## src/rtl/bcd_banner_loader.sv

```systemverilog
// Turns UART bytes into banner frames and shift-register commands.
// Frames look like '#' followed by N ASCII digits and CR; L/R/S/P outside a frame become strobes.
module bcd_banner_loader #(
  parameter int unsigned W = 4,
  parameter int unsigned N = 6
) (
  input  logic           clk,
  input  logic           reset,
  input  logic [7:0]     rx_data,
  input  logic           rx_valid,
  output logic [W*N-1:0] data_out,
  output logic           write,
  output logic           set_left,
  output logic           set_right,
  output logic           start,
  output logic           pause,
  output logic           busy,
  output logic           err
);

  localparam int unsigned CntW = $clog2(N + 1);

  localparam logic [7:0] ChHash  = 8'h23;
  localparam logic [7:0] ChCr    = 8'h0D;
  localparam logic [7:0] ChLeft  = 8'h4C;
  localparam logic [7:0] ChRight = 8'h52;
  localparam logic [7:0] ChStart = 8'h53;
  localparam logic [7:0] ChPause = 8'h50;

  typedef enum logic [1:0] {StIdle, StCollect, StWaitCr} state_e;

  state_e          state;
  logic [W*N-1:0]  staging;
  logic [CntW-1:0] count;
  logic            is_digit;

  assign is_digit = (rx_data >= 8'h30) && (rx_data <= 8'h39);
  assign busy     = (state != StIdle);

  always_ff @(posedge clk or posedge reset) begin
    if (reset) begin
      state     <= StIdle;
      staging   <= '0;
      count     <= '0;
      data_out  <= '0;
      write     <= 1'b0;
      set_left  <= 1'b0;
      set_right <= 1'b0;
      start     <= 1'b0;
      pause     <= 1'b0;
      err       <= 1'b0;
    end else begin
      // Strobes default low so each lasts exactly one cycle.
      write     <= 1'b0;
      set_left  <= 1'b0;
      set_right <= 1'b0;
      start     <= 1'b0;
      pause     <= 1'b0;
      err       <= 1'b0;
      if (rx_valid) begin
        unique case (state)
          StIdle: begin
            case (rx_data)
              ChHash: begin
                staging <= '0;
                count   <= '0;
                state   <= StCollect;
              end
              ChLeft:  set_left  <= 1'b1;
              ChRight: set_right <= 1'b1;
              ChStart: start     <= 1'b1;
              ChPause: pause     <= 1'b1;
              default: ;
            endcase
          end
          StCollect: begin
            if (rx_data == ChHash) begin
              staging <= '0;
              count   <= '0;
            end else if (is_digit) begin
              // Low nibble of an ASCII digit is its BCD value.
              staging <= (staging << W) | (W*N)'(rx_data[3:0]);
              count   <= count + CntW'(1);
              if (count == CntW'(N - 1)) state <= StWaitCr;
            end else begin
              err     <= 1'b1;
              staging <= '0;
              count   <= '0;
              state   <= StIdle;
            end
          end
          StWaitCr: begin
            if (rx_data == ChCr) begin
              data_out <= staging;
              write    <= 1'b1;
              staging  <= '0;
              count    <= '0;
              state    <= StIdle;
            end else if (rx_data == ChHash) begin
              staging <= '0;
              count   <= '0;
              state   <= StCollect;
            end else begin
              err     <= 1'b1;
              staging <= '0;
              count   <= '0;
              state   <= StIdle;
            end
          end
          default: state <= StIdle;
        endcase
      end
    end
  end

endmodule

```

## config.mk

```make
export PLATFORM = sky130hd
export DESIGN_NAME = bcd_banner_loader
export DESIGN_NICKNAME = d
export VERILOG_FILES = /design/src/rtl/bcd_banner_loader.sv
export SDC_FILE = /design/constraint.sdc
export NUM_CORES = 1
export LEC_CHECK = 0
export ABC_AREA = 1
export BUFFER_PORTS_ARGS = -buffer_cell sky130_fd_sc_hd__buf_2
export CAP_MARGIN = 20
export CORE_MARGIN = 5
export CORE_UTILIZATION = 56
export CTS_CLUSTER_DIAMETER = 30
export DETAILED_ROUTE_END_ITERATION = 7
export PLACE_DENSITY = 0.87
export SYNTH_ARGS = -nofsm -noshare
export SYNTH_HDL_FRONTEND = slang
export SYNTH_SLANG_ARGS = --single-unit
```

## constraint.sdc

```tcl
create_clock -name clk -period 2.47 [get_ports clk]
set_clock_uncertainty 0.2 [all_clocks]
set_input_delay 0.1235 -clock clk [delete_from_list [all_inputs] [get_ports clk]]
set_output_delay 0.1235 -clock clk [all_outputs]
set_load 0.01 [all_outputs]
```

==> metrics <==
run status=complete, no violations; Slowest cell on crit path=dlygate4sd3_1; Vias/cell=5.42; Longest Clk Path Bufs=2; clk_lat worst skew=0.34 ns; final worst slack=0.117 ns; final core area utilization=68.5%; # diodes=0; routed wire length per instance=14.4 um; cell leakage power=1.58 nW; CTS sink cnt=59; worst path cell trace=inv_1 > ha_1 > inv_1 > nor3_4 > nand2_1 > nor4_2 > dlygate4sd3_1; fmax=425 MHz; Setup Crit Path Kind=flop to flop; r2r worst-path depth=7; CTS tree=yes; clock share of power=36.9%; WL final=5980 um; Syn Std Cell Area=2680 sq um; drc violations=0; Int Pwr=1.53 mW; max cap viols=0; antenna violations before repair=0; worst ir drop on vdd=0.502 mV; Synth-to-Final Area Change=20.1%; final setup fails=0; first-pass GRT wire length=9660 um; Die ar.=6260 sq um; IO Port Bufs=41; post-synthesis compound-gate area fraction=11.4%; post-synth net total=319; Comb pwr share=17.9%; Setup TNS=0 ns; Worst Hold Class=primary input to flop; Synth Area in XOR/XNOR=0.327%; Post-DRT Antenna Nets=0; H-tree depth=3; Worst Setup End Kind=flop; Yosys cell types=24; std cell rows=25; critical path peak fanout=4; Crit path max-delay family=buffers and inverters; Net Sw Frac=30.6%; fraction of the mapped netlist area in adder cells=3.27%; CP max stage delay=0.59 ns; Design Area, Final=3220 sq um; part of the power in registers=45.2%; Synth Area in Simple Gates=20.6%; pwr/cell area=685 nW/um^2; Die Y=79.1 um; die width=79.1 um; post-CTS setup buffer count=0; area of the core=4690 sq um; Startpoint Class=flop; routability congestion estimate=0.851; GR Overflow Total=0; RSZ-0062 raised after global routing=no; register area share after synthesis=55.2%; Hold Crit Depth=5; Synth Instances=301; most used cell, CP=inv_1; Critical Path RT=2.55 ns; Psw=0.674 mW; 1st-iter DRT viols=174; largest family of logic cells by synthesized area=simple AND/OR/NAND/NOR gates; Buf+Inv Stages, Crit Path=3; largest net degree at the start of global routing=53; fraction of layout cells with a size suffix above 1=20.8%; measured slew at the worst slew-check pin=0.600 ns; drt pass-1 iters=5; Levels on crit path=7; Nets=374; vias in the first global route=2,077; Synth Register Bits=59; final HPWL from detailed placement=3440 um; final clock period utilization by the worst path=95.3%; post-synthesis mux area share=0%; CTS clk-pin slew, worst paths=0.07 ns; Post-DP Area=2890 sq um; I/O Pins=42; Synth warnings=0; Final Hold Fails=0; CP arrival=2.43 ns; Tmin final=2.35 ns; Mean Syn Cell Area=8.89 sq um; Vias=2,248; Slew Limit Headroom=60.0%; pre-CTS setup slack=0.556 ns; total CTS buffers=9; Initial Util=57.0%; GRT Total Usage=20.1%; Root Driver=clkbuf_8; Final Max Tran Viols=0
-- tightest hold or removal path, stage by stage --
cell,delay (ns)
buf_2,0.14
inv_1,0.08
nor4_1,0.07
nand3_1,0.10
nor2_1,0.05
-- through the flow --
| stage | power (mW) | hold WS (ns) | cells |
|---|---|---|---|
| detailed placement | 1.37 | -0.117 | 387 |
| global route | 2.29 | 0.0651 | 415 |
| finish | 2.20 | 0.0513 | 415 |
| floorplan | 1.32 | -0.00683 | 301 |
| global placement | 1.35 | -0.120 | 387 |
| CTS | 2.18 | 0.0000788 | 415 |
-- Yosys cell counts (all sizes together) --
cell | count | share of area, %
nand2 | 75 | 11
dfrtp | 59 | 55
o21ai | 52 | 10
inv | 39 | 5.5
nor3 | 28 | 5.2
nor2 | 10 | 2.3
buf | 9 | 2.9
ha | 7 | 3.3
nand3 | 6 | 1.1
clkbuf | 5 | 0.70
a21oi | 2 | 0.37
nand4 | 2 | 0.47
nor4 | 2 | 0.47
o21bai | 2 | 0.56
clkinv | 1 | 0.14
or3 | 1 | 0.23
xnor2 | 1 | 0.33
-- worst paths after layout --
check	startpoint	end	slack [ns]
max in group asynchronous	reset	data_out[5]	1.37
min reg2reg	data_out[18]	data_out[18]	0.28
min	rx_data[4]	set_right	0.05
max reg2reg	state[0]	set_left	0.12
min in group asynchronous	reset	data_out[17]	0.07
max	state[0]	set_left	0.12
-- sequential cells by signal (all words and copies together) (netlist names) --
name,count
start,1
count,3
write,1
set_left,1
data_out,24
state,2
pause,1
set_right,1
staging,24
err,1
-- cells by family (layout without fill, tap and decap cells) --
kind of cell,count (synthesis),in the layout
simple gates,124,124
xor+xnor,1,1
buf+inv,54,114
flops,59,59
fa+ha+maj,7,7
compound gates,56,56
-- placed cells by master, fill, tap and decap left out, drive strengths merged --
cell | synthesis | layout
nor2 | 10 | 10
nor4 | 2 | 2
nor3 | 28 | 28
nand2 | 75 | 75
buf | 9 | 46
clkinv | 1 | 5
dfrtp | 59 | 59
inv | 39 | 39
a21oi | 2 | 2
xnor2 | 1 | 1
dlygate4sd3 | 0 | 12
o21bai | 2 | 2
nand3 | 6 | 6
ha | 7 | 7
o21ai | 52 | 52
or3 | 1 | 1
clkbuf | 5 | 12
nand4 | 2 | 2
-- layout make-up --
cell class | instances | area [sq um]
Fill cell | 339 | 1480
Multi-Input combinational cell | 188 | 970
Timing Repair Buffer | 58 | 363
Sequential cell | 59 | 1480
Clock buffer | 12 | 165
Clock inverter | 4 | 23.8
Inverter | 40 | 150
Tap cell | 54 | 67.6
-- power groups by stage --
| stage | clock (mW) | combinational, mW | sequential (mW) |
|---|---|---|---|
| after floorplan | 0 | 0.301 | 1.02 |
| after global placement | 0 | 0.339 | 1.01 |
| after detailed placement | 0 | 0.351 | 1.02 |
| after CTS | 0.821 | 0.365 | 0.997 |
| after global routing | 0.868 | 0.425 | 0.998 |
| final | 0.813 | 0.394 | 0.997 |
-- timing repair --
action	4_1_cts	5_1_grt
endpoints found under the setup margin	0	1
endpoints found under the hold margin	69	0
hold buffers	12	0
gates resized for setup	0	3
-- per-layer routing --
layer	global-route usage, %	share of wire, %	vias up
met1	25.5	42	1053
met2	32.2	49	96
met5	0	0	-
li1	-	-	1072
met4	10.5	3.4	0
met3	4.31	5.7	27
(Power assumes the default switching activity.)
